`config.mk`:
```
export PLATFORM = sky130hd
export DESIGN_NAME = reg_file
export DESIGN_NICKNAME = d
export VERILOG_FILES = /design/src/rtl/reg_file.sv
export SDC_FILE = /design/constraint.sdc
export NUM_CORES = 2
export LEC_CHECK = 0
export BUFFER_PORTS_ARGS = -buffer_cell sky130_fd_sc_hd__buf_2
export CAP_MARGIN = 20
export CORE_UTILIZATION = 64
export DETAILED_ROUTE_END_ITERATION = 12
export GPL_TIMING_DRIVEN = 0
export MAX_ROUTING_LAYER = met4
export PLACE_DENSITY = 0.81
export SLEW_MARGIN = 30
export SYNTH_ARGS = -nofsm -noshare
export SYNTH_HDL_FRONTEND = slang
export SYNTH_SLANG_ARGS = --single-unit
```
`constraint.sdc`:
```
create_clock -name clk -period 2.2 [get_ports clk]
set_input_delay 0.22 -clock clk [delete_from_list [all_inputs] [get_ports clk]]
set_output_delay 0.22 -clock clk [all_outputs]
set_load 0.01 [all_outputs]
```
`src/rtl/reg_file.sv`:
```
// ----------------------------------------------------------------------------
// reg_file : general-purpose register file for the single-cycle MIPS datapath.
//
// DEPTH = 2**ADDR_W entries of WIDTH bits. Entry 0 is hardwired to zero:
// writes to it are dropped and every read of address 0 returns 0.
// Two combinational read ports feed the ALU operands and one combinational
// debug port observes storage. One synchronous write port commits the
// write-back value on the rising clock edge.
//
// Optional feature (macro RF_BYPASS_EN):
//   When defined, rd1/rd2 forward wd in the same cycle when we=1, wa!=0 and
//   the read address matches wa (write-first). dbg_data is never bypassed,
//   and the bypass is suppressed while rst_n is low.
//   When undefined, reads always return the stored (pre-edge) contents.
//
// Ports:
//   clk       in   system clock, writes on rising edge
//   rst_n     in   asynchronous active-low reset, clears every entry
//   we        in   write enable (RegWrite)
//   wa        in   write address (destination-select mux)
//   wd        in   write data (write-back mux)
//   ra1, ra2  in   read addresses (rs, rt)
//   rd1, rd2  out  read data
//   dbg_addr  in   debug read address
//   dbg_data  out  debug read data (stored contents only)
// ----------------------------------------------------------------------------
module reg_file #(
    parameter int WIDTH  = 32,
    parameter int ADDR_W = 5
) (
    input  logic              clk,
    input  logic              rst_n,
    input  logic              we,
    input  logic [ADDR_W-1:0] wa,
    input  logic [WIDTH-1:0]  wd,
    input  logic [ADDR_W-1:0] ra1,
    input  logic [ADDR_W-1:0] ra2,
    output logic [WIDTH-1:0]  rd1,
    output logic [WIDTH-1:0]  rd2,
    input  logic [ADDR_W-1:0] dbg_addr,
    output logic [WIDTH-1:0]  dbg_data
);

    localparam int DEPTH = 2 ** ADDR_W;

    logic [WIDTH-1:0] mem [DEPTH];
    logic             wr_hit;

    // A write only takes effect for a non-zero destination.
    assign wr_hit = we && (wa != '0);

    // Reset wins over any write on the same edge. Entry 0 is cleared by
    // reset and never written, so it stays zero in storage as well.
    always_ff @(posedge clk or negedge rst_n) begin
        if (!rst_n) begin
            for (int i = 0; i < DEPTH; i++) begin
                mem[i] <= '0;
            end
        end else if (wr_hit) begin
            mem[wa] <= wd;
        end
    end

    always_comb begin
        rd1      = (ra1 == '0)      ? '0 : mem[ra1];
        rd2      = (ra2 == '0)      ? '0 : mem[ra2];
        dbg_data = (dbg_addr == '0) ? '0 : mem[dbg_addr];
`ifdef RF_BYPASS_EN
        // Write-first forwarding for the operand ports only. Gated by rst_n
        // so outputs stay zero throughout reset.
        if (rst_n && wr_hit && (ra1 == wa)) begin
            rd1 = wd;
        end
        if (rst_n && wr_hit && (ra2 == wa)) begin
            rd2 = wd;
        end
`endif
    end

endmodule
```
Word level (Yosys, flattened, before mapping)
Index checks and enable logic that the tools add are counted.
- bits in registers: 1024
- output and inout port bits: 96
- logic and storage cells: 62
- order comparisons: 5
- multiplexer cells: 15
- bitwise gates (word level): 4
- reductions and logical operators: 6
- operators with widths (kind ; count):
    1024-bit bitwise mux ; 1
    32-bit binary-select mux with 5-bit select ; 3
    32-bit 2-to-1 mux ; 10
    32-bit demux with 5-bit select ; 1
    6-bit greater-or-equal comparator (second input constant) ; 4
    5-bit NOT with 6-bit output ; 4
    5-bit logical NOT ; 3
    6-bit by 1-bit less-than comparator with 1-bit output (second input constant) ; 1
    5-bit nonzero test ; 1
    1-bit logical AND ; 2

Logic depth before layout (Yosys ltp)
- depth in word-level cells: 6
- mapped depth: 10
- gate-level depth less buffers: 4

Worst setup path before layout
No wires, ideal clock.
- kind: input -> output
- start: input dbg_addr[1]
- end: output dbg_data[20]
- arrival time: 1.902 ns
- slack: 0.078 ns
- stages on the path: 7
- cells stage by stage: buf_2 -> buf_4 -> buf_2 -> mux4_2 -> mux2_2 -> o22ai_1 -> nor3_1
- cells in the longest elaborated chain, start to end: 5
- ends and longest elaborated chain (item ; RTL line ; text):
    start: declaration ; 40 ; input logic [ADDR_W-1:0] dbg_addr,
    5-bit NOT with 6-bit output (implied by the code) ; 67 ; dbg_data = (dbg_addr == '0) ? '0 : mem[dbg_addr];
    32-bit binary-select mux with 5-bit select ; 67 ;
    32-bit 2-to-1 mux (implied by the code) (2 in a row) ; 67 ;
    32-bit 2-to-1 mux * ; 67 ;
    end: declaration ; 41 ; output logic [WIDTH-1:0] dbg_data
Every way passes the cells marked *; elsewhere a longest branch is shown, timed or not. The select of a mux whose other input is x is not followed.

Worst setup path after layout
- start: input ra2[2]
- end: output rd2[16]
- cells in the longest elaborated chain, start to end: 5
- ends and longest elaborated chain (item ; RTL line ; text):
    start: declaration ; 37 ; input logic [ADDR_W-1:0] ra2,
    5-bit NOT with 6-bit output (implied by the code) ; 66 ; rd2 = (ra2 == '0) ? '0 : mem[ra2];
    32-bit binary-select mux with 5-bit select ; 66 ;
    32-bit 2-to-1 mux (implied by the code) (2 in a row) ; 66 ;
    32-bit 2-to-1 mux * ; 66 ;
    end: declaration ; 39 ; output logic [WIDTH-1:0] rd2,
Marked as above.

==> results.yml <==
critical_path:
  arrival_ns: 2.83
  crit_path_end_kind: "output pin"
  cp_num_buf_inv: 3
  critPathKind: "input port to output pin"
  rrSetupSlack_ns: 1.04
  cp_num_cells: 7
  reg2reg_to: "mem[295]"
  crit_top_cell: "mux4_2"
  rr_startpoint: "mem[295]"
  cp.required_ns: 1.98
  worstSetupEndpoint: "rd2[16]"
  reg2regPathDepth: 4
  crit_slowest_cell: "clkbuf_1"
  startpoint: "ra2[2]"
  critPathMaxFanout: 10
  start_kind: "input port"
  crit_chain: "buf_4 -> clkbuf_1 -> mux4_2 -> mux4_2 -> o22ai_2 -> nor3_2 -> buf_2"
  path_delay_family: "buffers and inverters"
  cpPeakStageDelay_ns: 0.82
min_path:
  hold_class: "input port to asynchronous set/reset pin"
finish:
  top_register: "mem"
  drive_above_1_share_pct: 60.3
  nets: 4784
  layout_common_cells: "1047 x mux2_2, 1023 x dfrtp_1, 680 x mux4_2, 271 x mux2i_1, 244 x buf_4"
  final_util_pct: 77.6
  area_growth_pct: 20.3
  largest_reg_flops: 1024
  final_common_cell: "mux2_2"
  reg_top3: "mem x1024"
sta:
  setup-violations-final: 96
  skew_ns: 0
  fin_crit_sh_pct: 139
  max_slew_margin_pct: 16.8
  final_hold_viol_count: 146
  report.final.slew_viol_count: 0
  rsz0062_at_grt: "yes"
  worst_pin_slew_ns: 1.25
  max_freq_ghz: 0.328
  fin_ws_ns: -0.850
  fin_crit_ns: 3.05
  whs_ns: -0.603
route:
  first_pass_iters: 9
  viasPerCell: 8.33
  postRouteAntennaNets: 0
  drt_iter0_markers: 8547
  drc: 0
  wire_per_inst_um: 47.7
  routed_wirelength_um: 292000
  num_vias: 50915
clocking:
  cts_sinks: 1024
  cts_root_buf: "clkbuf_16"
  clk_latency_ns: 0.75
  cts_hold_buffers: 36
  cts_tree: "yes"
  clockBufferDepth: 3
  htree_levels: 3
  clk_pin_slew_ns: 0.06
  numCtsBuffers: 113
synth:
  synth_cell_types: 42
  synth_fp_nets: 4258
  synth_area_mm2: 0.0623
  synth-edff-count: 0
  yosysWarnings: 0
  ys_seq_elements: 1024
  avgSynthCellArea_um2: 14.8
  syn_inst: 4203
  ys_seq_area_share_pct: 41.1
  synth_flop_cell: "dfrtp_1"
  synth-async-reset-ratio_pct: 100
place:
  portBuffers: 143
  dpl.hpwl_um: 199000
  place.gp.congestion: 1.08
floorplanning:
  core.rowCount: 114
  fp.dieW_um: 314
  coreArea_mm2: 0.0966
  die_h_um: 314
  ioPinCount: 151
  dieArea_mm2: 0.0987
  start_util_pct: 64.6
pwr:
  sequentialPowerShare_pct: 39.5
  power.density_mw_per_mm2: 885
  power.leakage_nw: 32.0
  finalPower_mw: 66.4
  intPower_mw: 44.4
  share_comb_of_total_power_pct: 30.3
  netSwitchingFraction_pct: 33.0
  pwr-share-clk_pct: 30.2
  p_sw_mw: 21.9
  vdd_drop_max_uv: 871
global_routing:
  grt_pass1_vias: 49519
  grt_pass1_wl_um: 395000
  grt_max_degree: 117
  antenna_found_initial: 18
  grt_overflow: 0
  grt.total_usage_pct: 61.3
run_status:
  violations: "negative hold slack, negative setup slack"
  outcome: "finished, violations left"
run:
  max-cap-violations: 0
cell families after synthesis:
logic type | Yosys count | synth area share [%]
muxes | 2019 | 48.2
DFF | 1024 | 41.1
AOI/OAI and AO/OA | 403 | 4.76
and+or+nand+nor | 245 | 2.15
buffers and inverters | 512 | 3.80
layer usage:
metal	global-route usage (%)	part of all wire (%)	wire, µm	up-vias
met2	77.5	39	115000	5341
met1	71.5	32	93700	25912
li1	-	-	-	17886
met4	43.5	9.9	28700	0
met5	-	0	0	-
met3	36.2	19	54400	1776
layout make-up:
| cell class | count | area, µm² |
|---|---|---|
| diodes | 24 | 60.1 |
| repair buffers | 416 | 3450 |
| multi-input cells | 2667 | 37100 |
| clock inverters | 34 | 483 |
| inverters | 2 | 8.76 |
| flip-flops and latches | 1024 | 25600 |
| well taps | 1276 | 1600 |
| fillers | 5624 | 21600 |
| plain buffers | 505 | 3320 |
| clock buffers | 167 | 3320 |
worst min-delay path by stage:
stage / slack [ns] / cells past startpoint / end / startpoint
detailed placement: 0.23 / 1 / mem[984] / rst_n
CTS: -0.54 / 1 / mem[1016] / rst_n
global route: -0.51 / 1 / mem[917] / rst_n
finish: -0.60 / 1 / mem[917] / rst_n
floorplan: -0.08 / 0 / mem[0] / rst_n
global placement: 0.48 / 1 / mem[1010] / mem[1010]
power groups by stage:
stage	clock network, mW	registers, mW	logic [mW]
final	20.0	26.2	20.1
after global routing	20.4	26.5	20.4
after CTS	19.7	25.8	18.5
after detailed placement	0	26.3	16.1
after global placement	0	26.1	15.5
after floorplan	0	24.9	11.1
synthesized netlist by cell type, drive strengths merged (23+ instances only):
cell / n / area share [%]
a2111oi: 29 / 0.41
a211oi: 56 / 0.67
a21oi: 40 / 0.32
a22o: 47 / 0.66
a22oi: 79 / 0.95
buf: 243 / 2.2
clkbuf: 267 / 1.6
dfrtp: 1024 / 41
mux2: 1056 / 19
mux2i: 283 / 4.5
mux4: 680 / 25
nand2: 31 / 0.19
nor2b: 50 / 0.50
nor3: 67 / 0.54
nor4: 23 / 0.23
o221ai: 25 / 0.35
o22ai: 94 / 0.94
what timing repair did:
item | in CTS | in global routing
pin swaps | 154 | 56
endpoints found under the setup margin | 96 | 126
buffers inserted | 151 | 51
gates resized for setup | 653 | 109
endpoints found under the hold margin | 152 | 100
stage by stage:
step | worst slack, ns | instance area (µm²) | setup TNS (ns) | instances | hold WS [ns]
after floorplan | 0.0776 | 62300 | 0 | 4203 | -0.0756
after global placement | -21.20 | 64700 | - | 5622 | 0.480
after detailed placement | -2.01 | 65600 | -356.61 | 5659 | 0.226
after CTS | -0.721 | 74000 | -56.12 | 6044 | -0.542
after global routing | -0.790 | 74900 | -60.92 | 6107 | -0.507
final | -0.850 | 75000 | -65.10 | 6115 | -0.603
worst reg2reg max path, cell delays in order (launching register included):
cell     delay [ns]
dfrtp_1        0.41
buf_6          0.13
buf_4          0.12
buf_4          0.12
mux2_2         0.26
Power figures use the tool's default switching activity.
